## src/rtl/tl_rx_ecrc_checker_pipe.sv

```systemverilog
`default_nettype none
// +--------------------------------------------------------------------------+
// | Module   : tl_rx_ecrc_checker_pipe                                        |
// | Purpose  : Two-stage pipelined ECRC (CRC-32) checker for received TLPs.   |
// |            Stage 1 masks and registers each beat: it forces the variant   |
// |            bits, records the lane mask and captures the digest. Stage 2   |
// |            folds the included lanes into the running CRC and raises a     |
// |            one-cycle result strobe two cycles after the EOP beat.         |
// | Ports    : i_clk, i_n_rst (async, active-low)                             |
// |            i_valid/i_sop/i_eop/i_data/i_len : beat stream, no backpressure|
// |            i_chk_en     : ECRC check enable, sampled on the EOP beat      |
// |            o_res_valid  : one-cycle result strobe                         |
// |            o_ecrc_error : digest mismatch, qualified by o_res_valid       |
// |            o_proto_err  : one-cycle pulse on a framing violation          |
// |            o_busy       : a packet is being accumulated                   |
// | Options  : ECRC_CHK_STATS_EN adds i_stat_clr, o_err_cnt and o_pkt_cnt.   |
// | Revision : 1.0  initial release                                           |
// +--------------------------------------------------------------------------+
module tl_rx_ecrc_checker_pipe #(
   parameter int BUS_DW = 8,
   parameter int LEN_W  = $clog2(BUS_DW),
   parameter int EP_BIT = 22,
   parameter int TD_BIT = 23
) (
   input  logic                 i_clk,
   input  logic                 i_n_rst,
   input  logic                 i_valid,
   input  logic                 i_sop,
   input  logic                 i_eop,
   input  logic [32*BUS_DW-1:0] i_data,
   input  logic [LEN_W-1:0]     i_len,
   input  logic                 i_chk_en,
   output logic                 o_res_valid,
   output logic                 o_ecrc_error,
   output logic                 o_proto_err,
   output logic                 o_busy
`ifdef ECRC_CHK_STATS_EN
   ,
   input  logic                 i_stat_clr,
   output logic [15:0]          o_err_cnt,
   output logic [15:0]          o_pkt_cnt
`endif
);

   localparam logic [31:0] CRC_POLY  = 32'h04C11DB7;
   localparam logic [31:0] CRC_SEED  = 32'hFFFFFFFF;
   // Lane 0 sits in the MSBs of the beat.
   localparam int          LANE0_LSB = 32 * (BUS_DW - 1);

   typedef enum logic [0:0] {
      ST_IDLE = 1'b0,
      ST_ACC  = 1'b1
   } state_t;

   state_t state;

   // One DW through the CRC, MSB first. The loop unrolls into a pure XOR
   // network; nothing here iterates over clock cycles.
   function automatic logic [31:0] crc32_dw(input logic [31:0] crc_in,
                                            input logic [31:0] dw);
      logic [31:0] c;
      c = crc_in;
      for (int b = 31; b >= 0; b--) begin
         if (c[31] ^ dw[b]) c = {c[30:0], 1'b0} ^ CRC_POLY;
         else               c = {c[30:0], 1'b0};
      end
      return c;
   endfunction

   // ---------------------------------------------------------------- stage 1
   logic                 live;
   logic [32*BUS_DW-1:0] beat_masked;
   logic [BUS_DW-1:0]    lane_mask;
   logic [31:0]          digest;

   // A beat belongs to a packet if it opens one, or continues an open one.
   assign live = i_valid && (i_sop || (state == ST_ACC));

   always_comb begin
      beat_masked = i_data;
      lane_mask   = '0;
      digest      = '0;
      if (i_sop) begin
         beat_masked[LANE0_LSB + EP_BIT] = 1'b1;
         beat_masked[LANE0_LSB + TD_BIT] = 1'b1;
      end
      for (int k = 0; k < BUS_DW; k++) begin
         // On EOP only lanes below i_len carry data; lane i_len is the digest.
         if (!i_eop || (LEN_W'(k) < i_len)) lane_mask[k] = 1'b1;
         else beat_masked[32*(BUS_DW-1-k) +: 32] = '0;
         if (LEN_W'(k) == i_len) digest = i_data[32*(BUS_DW-1-k) +: 32];
      end
   end

   logic                 s1_valid;
   logic                 s1_sop;
   logic                 s1_eop;
   logic                 s1_chk_en;
   logic [32*BUS_DW-1:0] s1_data;
   logic [BUS_DW-1:0]    s1_mask;
   logic [31:0]          s1_digest;

   always_ff @(posedge i_clk or negedge i_n_rst) begin
      if (!i_n_rst) begin
         s1_valid  <= 1'b0;
         s1_sop    <= 1'b0;
         s1_eop    <= 1'b0;
         s1_chk_en <= 1'b0;
         s1_data   <= '0;
         s1_mask   <= '0;
         s1_digest <= '0;
      end else begin
         s1_valid <= live;
         if (live) begin
            s1_sop    <= i_sop;
            s1_eop    <= i_eop;
            s1_chk_en <= i_chk_en;
            s1_data   <= beat_masked;
            s1_mask   <= lane_mask;
            s1_digest <= digest;
         end
      end
   end

   // Framing FSM. It tracks the input side so violations are flagged as
   // soon as the offending beat is sampled.
   always_ff @(posedge i_clk or negedge i_n_rst) begin
      if (!i_n_rst) begin
         state       <= ST_IDLE;
         o_busy      <= 1'b0;
         o_proto_err <= 1'b0;
      end else begin
         o_proto_err <= 1'b0;
         if (i_valid) begin
            if (i_sop) begin
               // A new SOP always restarts; an open packet is abandoned.
               o_proto_err <= (state == ST_ACC);
               state       <= i_eop ? ST_IDLE : ST_ACC;
               o_busy      <= !i_eop;
            end else if (state == ST_IDLE) begin
               o_proto_err <= 1'b1;
            end else if (i_eop) begin
               state  <= ST_IDLE;
               o_busy <= 1'b0;
            end
         end
      end
   end

   // ---------------------------------------------------------------- stage 2
   logic [31:0] acc;
   logic [31:0] crc_next;

   always_comb begin
      crc_next = s1_sop ? CRC_SEED : acc;
      for (int k = 0; k < BUS_DW; k++) begin
         if (s1_mask[k]) crc_next = crc32_dw(crc_next, s1_data[32*(BUS_DW-1-k) +: 32]);
      end
   end

   always_ff @(posedge i_clk or negedge i_n_rst) begin
      if (!i_n_rst) begin
         acc          <= CRC_SEED;
         o_res_valid  <= 1'b0;
         o_ecrc_error <= 1'b0;
      end else begin
         o_res_valid  <= s1_valid && s1_eop;
         o_ecrc_error <= s1_valid && s1_eop && s1_chk_en && (crc_next != s1_digest);
         if (s1_valid) acc <= crc_next;
      end
   end

`ifdef ECRC_CHK_STATS_EN
   // Saturating counters; clear wins over a same-cycle increment.
   always_ff @(posedge i_clk or negedge i_n_rst) begin
      if (!i_n_rst) begin
         o_err_cnt <= '0;
         o_pkt_cnt <= '0;
      end else if (i_stat_clr) begin
         o_err_cnt <= '0;
         o_pkt_cnt <= '0;
      end else begin
         if (o_res_valid && (o_pkt_cnt != 16'hFFFF)) o_pkt_cnt <= o_pkt_cnt + 16'd1;
         if (o_res_valid && o_ecrc_error && (o_err_cnt != 16'hFFFF))
            o_err_cnt <= o_err_cnt + 16'd1;
      end
   end
`endif

endmodule
`default_nettype wire

```

## config.mk

```make
export PLATFORM = sky130hd
export DESIGN_NAME = tl_rx_ecrc_checker_pipe
export DESIGN_NICKNAME = d
export VERILOG_FILES = /design/src/rtl/tl_rx_ecrc_checker_pipe.sv
export SDC_FILE = /design/constraint.sdc
export NUM_CORES = 2
export LEC_CHECK = 0
export ABC_CLOCK_PERIOD_IN_PS = 23600
export CAP_MARGIN = 15
export CELL_PAD_IN_SITES_DETAIL_PLACEMENT = 1
export CELL_PAD_IN_SITES_GLOBAL_PLACEMENT = 1
export CORE_MARGIN = 5
export CORE_UTILIZATION = 30
export CTS_CLUSTER_SIZE = 10
export DETAILED_ROUTE_END_ITERATION = 10
export GPL_TIMING_DRIVEN = 1
export PLACE_DENSITY_LB_ADDON = 0.1
export SLEW_MARGIN = 10
export SYNTH_ARGS = -nofsm -noshare
export SYNTH_HDL_FRONTEND = slang
export SYNTH_SLANG_ARGS = --single-unit
```

## constraint.sdc

```tcl
create_clock -name i_clk -period 23.6 [get_ports i_clk]
set_input_delay 7.08 -clock i_clk [delete_from_list [all_inputs] [get_ports i_clk]]
set_output_delay 7.08 -clock i_clk [all_outputs]
set_load 0.01 [all_outputs]
```

==> impl_metrics.py <==
metrics = {
    "grt": {
        "via_count_of_the_first_global_routing_pass": 41200,
        "grtUsageTotal": 0.269,
        "grt_first_pass_wirelength_mm": 347,
        "global_route.overflow_total": 0,
        "antenna_violations_before_repair": 4,
        "maximum_number_of_pins_on_one_net_before_global_route_repair": 146,
    },
    "yosys": {
        "postSynthRegisterBits": 337,
        "yosys.cell_types.count": 74,
        "synth-seq-area-share": 0.161,
        "postSynthCellCount": 4191,
        "synth-main-ff-cell": "sky130_fd_sc_hd__dfrtp_1",
        "synth_nets": 4457,
        "synth_enable_flop_cells": 0,
        "postSynthAreaPerCell_sq_um": 12.6,
        "synth-async-reset-ratio": 1.00,
        "synth_largest_area_cell": "sky130_fd_sc_hd__xnor3_1",
        "synthDominantCellAreaShare": 0.281,
        "syn_area_sq_um": 52700,
        "yosys_warnings": 0,
        "synth_top_cells_by_area": "sky130_fd_sc_hd__xnor3_1 28%, sky130_fd_sc_hd__xnor2_1 16%, sky130_fd_sc_hd__dfrtp_1 14%, sky130_fd_sc_hd__xor2_1 7.0%, sky130_fd_sc_hd__xor3_1 4.7%",
    },
    "sta": {
        "timing.clock.skew_ps": 29.7,
        "setup_violations": 0,
        "worst_pin_slew_ps": 1230,
        "peak_clock_frequency_supported_by_timing_mhz": 42.7,
        "slew_headroom": 0.181,
        "rsz0062_at_grt": "yes",
        "hold_violations": 0,
        "final_critical_path_setup_slack_ps": 178,
        "fin_crit_ps": 23420,
        "timing.final.crit_share": 0.992,
        "maxSlewViolCount": 0,
    },
    "setup_path": {
        "crit_path_max_incr_delay_ps": 600,
        "critPathRequiredTime_ps": 24110,
        "critical_path.reg2reg.endpoint": "o_ecrc_error",
        "crit_path_start_kind": "flop",
        "timing.critical_path.to": "o_ecrc_error",
        "ff2ff_path_depth": 84,
        "critical_path.max_fanout": 7,
        "worst-endpoint-arrival_ps": 23930,
        "critical_path.startpoint": "acc[26]",
        "cp_slowest_cell": "sky130_fd_sc_hd__dfstp_2",
        "critical_path.reg2reg.startpoint": "acc[26]",
        "timing_worst_setup_path_type": "reg2reg",
        "rrSetupSlack_ps": 180,
        "critical_path.endpoint_type": "flop",
        "path_common_cell": "sky130_fd_sc_hd__buf_4",
    },
    "place": {
        "instance_area_after_placement_sq_um": 66700,
        "routabilityCongestion": 0.947,
        "portBuffers": 268,
        "detailedPlacementHpwl_mm": 220,
        "pre_cts_ws_ps": -1760,
    },
    "route": {
        "wire_per_inst_microns": 32.0,
        "routed_wl_mm": 257,
        "detail_route.iter0.violations": 3147,
        "drt-pass1-iter-count": 5,
        "detail_route.vias_per_cell": 4.91,
        "total_drc_errors_in_the_routed_layout": 0,
        "route.vias.total": 39500,
        "antenna_violating_nets_post_route": 0,
    },
    "clock_tree": {
        "cts_tree": "built",
        "tritoncts_buffer_count": 47,
        "clock_tree.htree_level_count": 2,
        "cts_hold_repair.buffers": 0,
        "clockBufferDepth": 3,
        "worst_skew_pair.late_latency_ps": 650,
        "clkSlewWorstSetupHoldPaths_ps": 60,
        "cts_sinks": 337,
        "clock_tree.root_cell": "sky130_fd_sc_hd__clkbuf_16",
    },
    "floorplanning": {
        "die_area_sq_um": 184000,
        "core-area_sq_um": 174000,
        "fp-row-count": 153,
        "boundaryPins": 269,
        "initial_core_util": 0.302,
        "die_y_microns": 429,
        "width_of_the_die_microns": 429,
    },
    "final_layout": {
        "proportion_of_layout_cells_with_a_drive_suffix_above_1": 0.403,
        "layout_common_cells": "1324 x sky130_fd_sc_hd__buf_4, 850 x sky130_fd_sc_hd__xnor2_1, 525 x sky130_fd_sc_hd__xnor3_1, 368 x sky130_fd_sc_hd__xor2_1, 295 x sky130_fd_sc_hd__dfrtp_1",
        "final_common_cell": "sky130_fd_sc_hd__buf_4",
        "post-route-util": 0.414,
        "areaGrowthSynthToFinish_pct": 37.0,
        "finish.instance_area_sq_um": 72200,
        "nets": 5935,
        "filler_cell_count": 18500,
    },
    "run": {
        "max_cap_violations": 0,
    },
    "status": {
        "status": "complete, no violations",
    },
    "min_path": {
        "timing.hold.worst.class": "reg2reg",
        "worst_hold_path.num_cells": 2,
    },
}
==> sequential cells by signal (all words and copies together), names as in the netlist, 8 cells and up <==
register,cells
acc,32
s1_data,256
s1_digest,32
s1_mask,8
==> what timing repair did <==
item | 4_1_cts | 5_1_grt
hold endpoints to repair | 0 | 0
buffers inserted | 80 | 94
endpoints found under the setup margin | 33 | 31
gates cloned | 0 | 1
pin swaps | 81 | 120
resized for setup | 252 | 228
==> critical path, delay by kind of cell, from the launching register on <==
kind,cells,cell delay [ps]
xor gates and xnor gates,52,16980
buffers and inverters,21,3400
AOI/OAI and AO/OA,5,1010
muxes,3,790
DFF,1,600
and+or+nand+nor,3,440
==> area by class of cell <==
type | instances | area [sq um] | share of cell area
well taps | 2325 | 2910 | 0.0403
clock inverters | 15 | 183 | 0.00253
diodes | 5 | 12.5 | 0.000173
multi-input cells | 3634 | 45900 | 0.635
flip-flops and latches | 337 | 8490 | 0.117
clock buffers | 73 | 1390 | 0.0192
inverters | 18 | 67.6 | 0.000935
repair buffers | 1631 | 13300 | 0.184
==> how the worst min path moves through the flow <==
stage / start / end / slack (ps)
detailed placement: s1_data[7] / s1_data[7] / 470
finish: s1_eop / s1_eop / 470
global route: s1_eop / s1_eop / 500
CTS: s1_mask[1] / s1_mask[1] / 480
floorplan: s1_eop / s1_eop / 440
global placement: s1_eop / s1_eop / 460
==> cell families after synthesis <==
| logic type | after synthesis | share of synthesized area |
|---|---|---|
| xor gates and xnor gates | 2377 | 0.642 |
| AOI/OAI and AO/OA | 543 | 0.0772 |
| and+or+nand+nor | 400 | 0.0342 |
| DFF | 337 | 0.161 |
| muxes | 313 | 0.0679 |
| buffers and inverters | 220 | 0.0173 |
| adders and majority gates | 1 | 0.000237 |
==> stage by stage <==
stage,hold slack (ps),std cells,TNS [ps]
floorplan,438,4191,0
global placement,458,7768,-40560
detailed placement,469,7768,-37210
CTS,484,7936,0
global route,499,8033,-773
finish,472,8038,0
==> synthesized netlist by cell type (all sizes together) (106+ instances only) <==
cell type	number
mux2i	189
nor2	149
a22o	221
xor3	117
clkbuf	123
nand2	154
xor2	456
xnor2	1107
mux2	124
xnor3	697
dfrtp	305
a21oi	106
==> routing by layer <==
layer | track usage | wire length, microns
met4 | 0.0968 | 11500
met1 | 0.365 | 113000
met5 | 0 | 0
met2 | 0.453 | 123000
met3 | 0.0187 | 9770
Power is left out: the tool's default activity adds up to more than one toggle a clock period on the data nets, which glitch-free logic cannot reach.
